===== src/rtl/mult_unit.sv =====
// Sequential signed 32x32 radix-2 Booth multiplier: one step per clock, 64-bit product to HI/LO.
// A single-cycle MultCtrl pulse in IDLE starts a run; MultDone pulses once when HI/LO update.
module mult_unit (
  input  logic        clk,
  input  logic        reset,
  input  logic [31:0] RegAOut,
  input  logic [31:0] RegBOut,
  input  logic        MultCtrl,
  output logic        MultDone,
  output logic [31:0] HI,
  output logic [31:0] LO
);

  typedef enum logic [0:0] {StIdle, StRun} state_e;

  state_e      r_state, w_state_d;
  logic [32:0] r_m, w_m_d;
  logic [32:0] r_acc, w_acc_d;
  logic [31:0] r_q, w_q_d;
  logic        r_qm1, w_qm1_d;
  logic [5:0]  r_count, w_count_d;
  logic [31:0] r_hi, w_hi_d;
  logic [31:0] r_lo, w_lo_d;
  logic        r_done, w_done_d;

  logic [32:0] w_sum;
  logic [32:0] w_acc_sh;
  logic [31:0] w_q_sh;

  // Booth recode on (Q[0], q-1); the 33-bit acc keeps -2^31 * -2^31 exact.
  always_comb begin
    unique case ({r_q[0], r_qm1})
      2'b01:   w_sum = r_acc + r_m;
      2'b10:   w_sum = r_acc - r_m;
      default: w_sum = r_acc;
    endcase
    w_acc_sh = {w_sum[32], w_sum[32:1]};
    w_q_sh   = {w_sum[0], r_q[31:1]};
  end

  always_comb begin
    w_state_d = r_state;
    w_m_d     = r_m;
    w_acc_d   = r_acc;
    w_q_d     = r_q;
    w_qm1_d   = r_qm1;
    w_count_d = r_count;
    w_hi_d    = r_hi;
    w_lo_d    = r_lo;
    w_done_d  = 1'b0;

    unique case (r_state)
      StIdle: begin
        if (MultCtrl) begin
          w_m_d     = {RegAOut[31], RegAOut};
          w_acc_d   = '0;
          w_q_d     = RegBOut;
          w_qm1_d   = 1'b0;
          w_count_d = '0;
          w_state_d = StRun;
        end
      end
      StRun: begin
        w_acc_d   = w_acc_sh;
        w_q_d     = w_q_sh;
        w_qm1_d   = r_q[0];
        w_count_d = r_count + 6'd1;
        if (r_count == 6'd31) begin
          w_hi_d    = w_acc_sh[31:0];
          w_lo_d    = w_q_sh;
          w_done_d  = 1'b1;
          w_state_d = StIdle;
        end
      end
      default: w_state_d = StIdle;
    endcase
  end

  always_ff @(posedge clk or posedge reset) begin
    if (reset) begin
      r_state <= StIdle;
      r_m     <= '0;
      r_acc   <= '0;
      r_q     <= '0;
      r_qm1   <= 1'b0;
      r_count <= '0;
      r_hi    <= '0;
      r_lo    <= '0;
      r_done  <= 1'b0;
    end else begin
      r_state <= w_state_d;
      r_m     <= w_m_d;
      r_acc   <= w_acc_d;
      r_q     <= w_q_d;
      r_qm1   <= w_qm1_d;
      r_count <= w_count_d;
      r_hi    <= w_hi_d;
      r_lo    <= w_lo_d;
      r_done  <= w_done_d;
    end
  end

  assign MultDone = r_done;
  assign HI       = r_hi;
  assign LO       = r_lo;

endmodule


===== config.mk =====
export PLATFORM = sky130hd
export DESIGN_NAME = mult_unit
export DESIGN_NICKNAME = d
export VERILOG_FILES = /design/src/rtl/mult_unit.sv
export SDC_FILE = /design/constraint.sdc
export NUM_CORES = 1
export LEC_CHECK = 0
export BUFFER_PORTS_ARGS = -buffer_cell sky130_fd_sc_hd__buf_2
export CAP_MARGIN = 15
export CORE_ASPECT_RATIO = 0.9
export CORE_MARGIN = 2
export CORE_UTILIZATION = 45
export DETAILED_ROUTE_END_ITERATION = 16
export PLACE_DENSITY = 0.72
export SYNTH_ARGS = -nofsm -noshare
export SYNTH_HDL_FRONTEND = slang
export SYNTH_SLANG_ARGS = --single-unit

===== constraint.sdc =====
create_clock -name clk -period 4.8 [get_ports clk]
set_clock_uncertainty 0.15 [all_clocks]
set_input_delay 0.48 -clock clk [delete_from_list [all_inputs] [get_ports clk]]
set_output_delay 0.48 -clock clk [all_outputs]
set_load 0.01 [all_outputs]

==> out/metrics.yaml, run 1 <==
cts_root_buffer: "clkbuf_16"
detail_route.wl_per_cell_um: 16.1
tritoncts: "yes"
core_area_mm2: 0.0201
grt_max_degree: 114
tns_ns: 0
routed_wl_mm: 23.3
fin_ws_ns: 0.364
required_ns: 5.02
place_area_mm2: 0.0102
cts.sink_count: 169
cts_max_level: 4
max_freq_mhz: 225
grt_pass1_wl_mm: 38.1
dpl_worst_slack_ns: 0.361
final_nets: 1285
path_cells: "nor3_2 -> and4b_1 -> nor3b_1 -> nor2_1 -> xnor2_1 -> ha_1 -> nand4_1 -> nor2_1 -> a221oi_1 -> a21oi_1 -> o21bai_1 -> nand2_1 -> a2111oi_1 -> a311o_1 -> mux2_2"
start_util_pct: 46.2
io_pins: 132
netlist_area_mm2: 0.00930
ys.flop_type: "dfrtp_1"
cts_inserted_buffers: 17
yosysTopAreaCellShare_pct: 45.5
slew_violations: 0
grt.overflow.total: 0
ys_seq_elements: 169
pwr-share-clk_pct: 14.1
dp_hpwl_mm: 16.1
hold_viol: 0
drcViolationCount: 0
cap_violations: 0
yosys.area.top_type: "dfrtp_1"
cpPeakStageDelay_ns: 0.48
drive_above_1_share_pct: 17.0
area_delta_synth_final_pct: 16.1
die_height_um: 140
crit_slowest_cell: "a2111oi_1"
fp.dieW_um: 155
synth_edf_count: 0
drt_iter0_drc: 504
synth_cells: 1077
synth_seq_area_share_pct: 45.5
p_comb_share_pct: 59.8
rows: 49
hp-class: "in -> reg"
diodes: 0
finalSetupViolations: 0
yosysWarnings: 0
cp.arrival_ns: 4.66
relSlewSlack_pct: 31.7
cellPowerDensity_mw_per_mm2: 914
port_buffers: 131
crit_path_end_kind: "register"
synthTopCellsByArea: "dfrtp_1 (45%), nand2_1 (12%), o21ai_0 (4.8%), ha_1 (4.7%), mux2i_1 (3.9%)"
synth_cell_types: 61
viasPerCell: 5.45
fin_cells: 1450
startpoint_type: "register"
final_util_pct: 53.7
insertion_delay_ns: 0.44
crit_fanout: 6
rsz0062_at_grt: "false"
ys_top_cells_by_count: "nand2_1 (306), dfrtp_1 (169), o21ai_0 (90)"
seqPwrFrac_pct: 26.2
crit_path_frequent_cell: "nor2_1"
grt_pass1_vias: 7379
switching_share_pct: 47.6
synth_nets: 1180
antenna_found_initial: 0
leakage_nw: 5.43
vias: 7901
yosysMostFrequentCell: "nand2_1"
setup.worst_path.class: "reg -> reg"
dp.cells: 1417
async_flop_share_pct: 100
cts_buffer_depth: 2
fin_area_mm2: 0.0108
ir_drop_uv: 391
nFillCells: 1857
p_int_mw: 5.17
fin_crit_sh_pct: 92.4
dr.pass1.iters: 5
syn_avg_cell_area_um2: 8.63
period_needed_ns: 4.44
track_usage_pct: 21.8
path_clk_slew_ns: 0.07
antenna_left: 0
gp_congestion: 0.931
outcome: "finished, final reports clean"
p_sw_mw: 4.69
tightest_slew_ns: 1.02
design.die.area_mm2: 0.0218
worst max-delay path: cells and delay by family (launching register included):
kind / cells / cell delay [ns]
AO/OA/AOI/OAI: 5 / 1.58
XOR/XNOR: 1 / 0.28
adder cells (fa/ha/maj): 1 / 0.37
flip-flops: 1 / 0.42
multiplexers: 1 / 0.15
AND/OR/NAND/NOR: 7 / 1.41
flip-flops by register name, summed over array words and instances, names as in the netlist:
| name | flops |
|---|---|
| HI | 32 |
| LO | 32 |
| r_acc | 32 |
| r_m | 32 |
| r_q | 32 |
| r_count | 6 |
| MultDone | 1 |
| r_qm1 | 1 |
| r_state | 1 |
cells in the final DEF, fill, tap and decap left out, types with 3 or more instances in the layout:
cell,netlist,final
nand2_1,306,306
dfrtp_1,169,168
buf_2,0,131
o21ai_0,90,90
nor2_1,61,59
a21oi_1,59,59
xnor2_1,39,39
mux2i_1,36,36
ha_1,35,34
xor2_1,17,17
clkbuf_16,0,17
inv_1,17,16
nor3_1,16,15
a31oi_1,13,13
o22ai_1,13,13
and3_1,12,12
a21o_1,12,12
o21ai_1,11,11
nand2b_1,10,10
nand3_1,10,10
a211oi_1,9,9
buf_4,0,9
mux2_2,7,7
nor2b_1,7,7
nand4_1,6,6
o21bai_1,6,6
clkinv_8,0,6
o31ai_1,5,5
o211ai_1,4,4
nor3b_1,4,4
or3_1,4,4
nand3b_1,3,3
inv_8,0,3
inv_6,0,3
through the flow:
stage          total power [mW]  hold slack (ns)
2_1_floorplan              6.93            0.294
3_3_place_gp               8.27            0.303
3_5_place_dp               8.37            0.307
4_1_cts                    9.81           0.0614
5_1_grt                    10.7           0.0608
6_report                   9.87           0.0798
worst paths after layout:
path / depth (start not counted) / endpoint / slack [ns] / startpoint
worst min register to register: 2 / LO[7] / 0.32 / LO[7]
worst max register to register: 15 / HI[24] / 0.36 / r_m[4]
max in group asynchronous: 4 / r_state / 3.09 / reset
min in group asynchronous: 3 / LO[4] / 0.45 / reset
worst min-delay path: 3 / r_m[21] / 0.08 / RegAOut[21]
worst max-delay path: 15 / HI[24] / 0.36 / r_m[4]
metal layers:
layer	up-vias	global-route usage, %	wire (um)
li1	3897	-	-
met1	3740	33.1	11800
met2	248	32.1	9930
met3	16	4.55	1420
met4	0	4.93	184
met5	-	0	0
cell families (layout without fill, tap and decap cells):
kind of cell             Yosys count  after routing  share of synthesized area (%)
flip-flops                       169            169                           45.5
buffers and inverters             74            192                           2.99
AO/OA/AOI/OAI                    246            246                           15.8
multiplexers                      43             43                           4.72
adder cells (fa/ha/maj)           36             36                           4.93
AND/OR/NAND/NOR                  453            453                           20.8
XOR/XNOR                          56             56                           5.28
layout make-up:
| cell class | instances | area (um2) | share of cell area, % |
|---|---|---|---|
| multi-input combinational | 834 | 4810 | 44.6 |
| sequential | 169 | 4230 | 39.2 |
| timing repair buffer | 142 | 753 | 6.98 |
| clock buffer | 17 | 425 | 3.94 |
| tap | 255 | 319 | 2.96 |
| clock inverter | 15 | 183 | 1.69 |
| inverter | 18 | 71.3 | 0.661 |
power groups by stage:
stage / registers [mW] / logic, mW / clock network [mW]
after floorplan: 2.52 / 4.41 / 0
after global placement: 2.57 / 5.70 / 0
after detailed placement: 2.59 / 5.78 / 0
after CTS: 2.57 / 5.82 / 1.42
after global routing: 2.67 / 6.59 / 1.48
final: 2.58 / 5.90 / 1.39
timing repair:
item                                    CTS  global route
buffers inserted                          0             0
hold buffers                              1             0
hold endpoints to repair                 18             0
endpoints found under the setup margin    0             8
resized for setup                         0             4
No activity file was read; power rests on OpenSTA's default activity.
==> inputs of run 2 (changes only) <==
CORE_MARGIN = not set   (was 2)
HOLD_SLACK_MARGIN = 0.15   (was not set)
==> run 2 against run 1 <==
Clock power hardly changed. Combinational power is essentially flat. Critical path depth up 1. Critical endpoint is now r_acc[29]. Largest power group unchanged.
==> out/metrics.yaml, run 2 (same netlist as run 1, synthesis figures left out) <==
startpoint_type: "register"
tns_ns: 0
grt.overflow.total: 0
r2r_slack_ns: 0.34
core_area_mm2: 0.0201
cts_buffer_depth: 2
antenna_found_initial: 0
grt_pass1_wl_mm: 38.9
hp-class: "in -> reg"
period_needed_ns: 4.46
ff_latch_area_mm2: 0.00423
required_ns: 4.97
track_usage_pct: 22.8
drcViolationCount: 0
hold_viol: 0
routed_wl_mm: 23.5
whs_ns: 0.194
path_clk_slew_ns: 0.07
crit_path_end_kind: "register"
slew_violations: 0
drt_iter0_drc: 434
vias: 7966
final_common_cell: "nand2_1"
setup.worst_path.class: "reg -> reg"
grt_pass1_vias: 7448
start_util_pct: 46.2
cts_setup_buffers: 0
nFillCells: 1845
detail_route.wl_per_cell_um: 15.9
tritoncts: "yes"
cts_max_level: 4
dr.pass1.iters: 5
ir_drop_uv: 408
cp.arrival_ns: 4.64
antenna_left: 0
insertion_delay_ns: 0.43
tightest_slew_ns: 1.01
gp_congestion: 0.897
outcome: "finished, final reports clean"
port_buffers: 131
diodes: 0
final_nets: 1317
relSlewSlack_pct: 32.3
die_height_um: 138
cts_root_buffer: "clkbuf_16"
rsz0062_at_grt: "false"
viasPerCell: 5.38
multi_input_area_mm2: 0.00480
fp.dieW_um: 153
cellPowerDensity_mw_per_mm2: 893
fin_crit_sh_pct: 93.0
io_pins: 132
crit_fanout: 5
rows: 49
cts_inserted_buffers: 17
grt_max_degree: 94
dp_hpwl_mm: 16.2
drive_above_1_share_pct: 16.5
design.die.area_mm2: 0.0212
cap_violations: 0
finalSetupViolations: 0
final_cell_mix: "nand2_1 (306), dfrtp_1 (168), buf_2 (131), o21ai_0 (90)"
max_freq_mhz: 224
cts.sink_count: 169
leakage_nw: 5.56
area_delta_synth_final_pct: 19.5
-- run 2: worst paths after layout --
check | start | end | cells past startpoint
min reg2reg | LO[18] | LO[18] | 2
max reg2reg | r_m[9] | r_acc[29] | 16
max in group asynchronous | reset | r_q[26] | 4
max | r_m[9] | r_acc[29] | 16
min in group asynchronous | reset | r_q[4] | 3
min | RegBOut[24] | r_q[24] | 3
-- run 2: stage by stage --
step | instances | setup WS (ns) | instance area [um2] | utilization [%] | total power, mW
finish | 1482 | 0.337 | 11100 | 55.3 | 9.92
global route | 1482 | 0.0219 | 11100 | 55.3 | 10.8
CTS | 1482 | 0.261 | 11100 | 55.2 | 9.87
detailed placement | 1417 | 0.286 | 10200 | 50.5 | 8.39
global placement | 1417 | 0.402 | 10200 | 50.5 | 8.28
floorplan | 1077 | 0.664 | 9300 | - | 6.93
-- run 2: critical path, stage by stage (launching register included) --
cell and delay, ns:
dfrtp_1 0.42, or3_1 0.46, nor4_4 0.25, nand3_1 0.16
nor2_2 0.21, nor2_1 0.08, xnor2_1 0.14, ha_1 0.34
a211oi_1 0.24, nor2_1 0.09, a311o_1 0.35, a41o_1 0.30
o21a_1 0.24, o2111a_1 0.26, a2111oi_2 0.39, nor3_1 0.08
a31o_1 0.20
-- run 2: layout make-up --
type	instances	area share [%]
clock buffer	17	3.83
clock inverter	15	1.68
inverter	18	0.642
multi-input combinational	834	43.2
sequential	169	38.1
tap	255	2.87
timing repair buffer	174	9.66
-- run 2: what timing repair did --
item | CTS | global route
hold buffers | 33 | 0
hold endpoints to repair | 67 | 0
gates resized for setup | 0 | 2
endpoints found under the setup margin | 0 | 2
-- run 2: report_power, final --
group	switching, mW	leakage [nW]	total [mW]	internal [mW]
Combinational	3.49	3.13	5.92	2.43
Sequential	0.529	2.14	2.58	2.05
Clock	0.664	0.289	1.41	0.750
Total	4.69	5.56	9.92	5.23
-- run 2: routing by layer --
metal  up-vias  routed length, um  track usage (%)
met1      3743              11800             34.4
met2       238              10000             33.6
li1       3966                  -                -
met4         0                259             5.68
met5         -                  0                0
met3        19               1430             4.26
==> inputs of run 3 (changes only) <==
CORE_UTILIZATION = 52   (was 45)
PLACE_DENSITY = 0.76   (was 0.72)
==> run 3 against run 2 <==
First-iteration DRC count is 1.8% higher. Register-to-register slack barely moved. Sequential power about the same. Flip-flop and latch count unchanged. Core utilization rose by 9.1 points. Global-route usage grew 3.0 points. Sequential share of layout area up 0.20 points. Clock power down 4%. Non-clock buffer count shrank 1. Final cell count fell by 1.4%. Critical path depth unchanged. Largest power group unchanged.
==> out/metrics.yaml, run 3 (same netlist as run 1, synthesis figures left out) <==
outcome: "finished, final reports clean"
worstReg2RegStart: "r_m[9]"
insertion_delay_ns: 0.43
cts_max_level: 4
place_area_mm2: 0.0101
p_comb_share_pct: 59.9
cap_violations: 0
r2r_cells: 16
fin_area_mm2: 0.0111
track_usage_pct: 25.9
cts.sink_count: 169
drcViolationCount: 0
detail_route.wl_per_cell_um: 15.4
final_nets: 1316
fp.dieW_um: 143
drt_iter0_drc: 442
area_delta_synth_final_pct: 18.9
fin_ws_ns: 0.326
leakage_nw: 5.54
gp_congestion: 0.945
die_height_um: 129
tritoncts: "yes"
core_area_mm2: 0.0172
dp_hpwl_mm: 15.1
rsz0062_at_grt: "false"
start_util_pct: 54.1
tns_ns: 0
final_common_cell: "nand2_1"
dpl_worst_slack_ns: 0.226
diodes: 0
hp-class: "in -> async"
cts_buffer_depth: 2
cts_inserted_buffers: 17
vias: 7985
p_int_mw: 5.25
r2r_end: "r_acc[29]"
grt_pass1_vias: 7785
tightest_slew_ns: 0.967
drive_above_1_share_pct: 16.5
antenna_found_initial: 0
fin_crit_sh_pct: 93.2
pwr-share-clk_pct: 13.8
routed_wl_mm: 22.4
cts_root_buffer: "clkbuf_16"
final_cell_mix: "nand2_1 (306), dfrtp_1 (168), buf_2 (131), o21ai_0 (90)"
crit_path_end_kind: "register"
cp.arrival_ns: 4.64
max_freq_mhz: 224
switching_share_pct: 46.5
setup.worst_path.class: "reg -> reg"
period_needed_ns: 4.47
rows: 45
required_ns: 4.97
port_buffers: 131
relSlewSlack_pct: 35.4
design.die.area_mm2: 0.0184
grt.overflow.total: 0
grt_max_degree: 170
cellPowerDensity_mw_per_mm2: 888
grt_pass1_wl_mm: 37.5
cts_setup_buffers: 0
hold_viol: 0
dr.pass1.iters: 5
finalSetupViolations: 0
startpoint_type: "register"
crit_fanout: 5
viasPerCell: 5.47
r2r_slack_ns: 0.33
seqPwrFrac_pct: 26.3
p_sw_mw: 4.57
io_pins: 132
antenna_left: 0
path_clk_slew_ns: 0.06
slew_violations: 0
ir_drop_uv: 474
## run 3: changes by cell type in the layout (fill, tap and decap cells not counted), sizes merged
cell	previous run	this run
clkbuf	17	19
dlygate4sd3	33	32
clkinv	5	3
## run 3: worst max path at each step
| stage | endpoint | cells after the start | startpoint | slack [ns] |
|---|---|---|---|---|
| floorplan | r_acc[29] | 16 | r_m[9] | 0.66 |
| global placement | r_acc[29] | 16 | r_m[9] | 0.41 |
| detailed placement | r_acc[29] | 16 | r_m[9] | 0.23 |
| CTS | r_acc[29] | 16 | r_m[9] | 0.18 |
| global route | r_acc[29] | 16 | r_m[9] | 0.02 |
| finish | r_acc[29] | 16 | r_m[9] | 0.33 |
## run 3: layer usage
| metal | GRT usage [%] | vias to the layer above | routed length (um) |
|---|---|---|---|
| met5 | 0 | - | 0 |
| met4 | 9.93 | 0 | 586 |
| met3 | 4.13 | 44 | 798 |
| met2 | 43.8 | 213 | 10700 |
| met1 | 33.3 | 3771 | 10300 |
| li1 | - | 3957 | - |
## run 3: area by class of cell
| type | instances | area, um2 |
|---|---|---|
| Clock buffer | 19 | 443 |
| Clock inverter | 13 | 135 |
| Inverter | 18 | 71.3 |
| Timing Repair Buffer | 173 | 1060 |
| Tap cell | 235 | 294 |
| Sequential cell | 169 | 4230 |
| Fill cell | 1476 | 6120 |
| Multi-Input combinational cell | 834 | 4810 |
## run 3: what timing repair did
action	CTS	global route
hold buffers	32	0
hold endpoints to repair	32	0
resized for setup	0	4
endpoints found under the setup margin	0	4
## run 3: metrics by stage
| stage | util [%] | hold WS, ns | cells | power [mW] |
|---|---|---|---|---|
| global route | 64.4 | 0.183 | 1461 | 10.7 |
| CTS | 64.2 | 0.173 | 1461 | 9.76 |
| floorplan | - | 0.294 | 1077 | 6.93 |
| detailed placement | 59.0 | 0.307 | 1397 | 8.33 |
| finish | 64.4 | 0.136 | 1461 | 9.81 |
| global placement | 59.0 | 0.302 | 1397 | 8.18 |
## run 3: power by group through the flow
stage	Sequential (mW)	Clock (mW)	Combinational, mW
finish	2.58	1.35	5.88
global route	2.67	1.43	6.56
CTS	2.57	1.37	5.82
detailed placement	2.59	0	5.74
global placement	2.57	0	5.61
floorplan	2.52	0	4.41
## run 3: worst max-delay path, cell delays in order, from the launching register on
cell and delay [ns]:
dfrtp_1 0.41, or3_1 0.46, nor4_4 0.25, nand3_1 0.21, nor2_1 0.13, nor2_1 0.06, xnor2_1 0.22, ha_1 0.33
a21oi_2 0.19, o21ai_1 0.10, a311o_1 0.37, a41o_1 0.30, o21a_1 0.23, o2111a_1 0.26, a2111oi_2 0.39, nor3_1 0.08
a31o_1 0.21
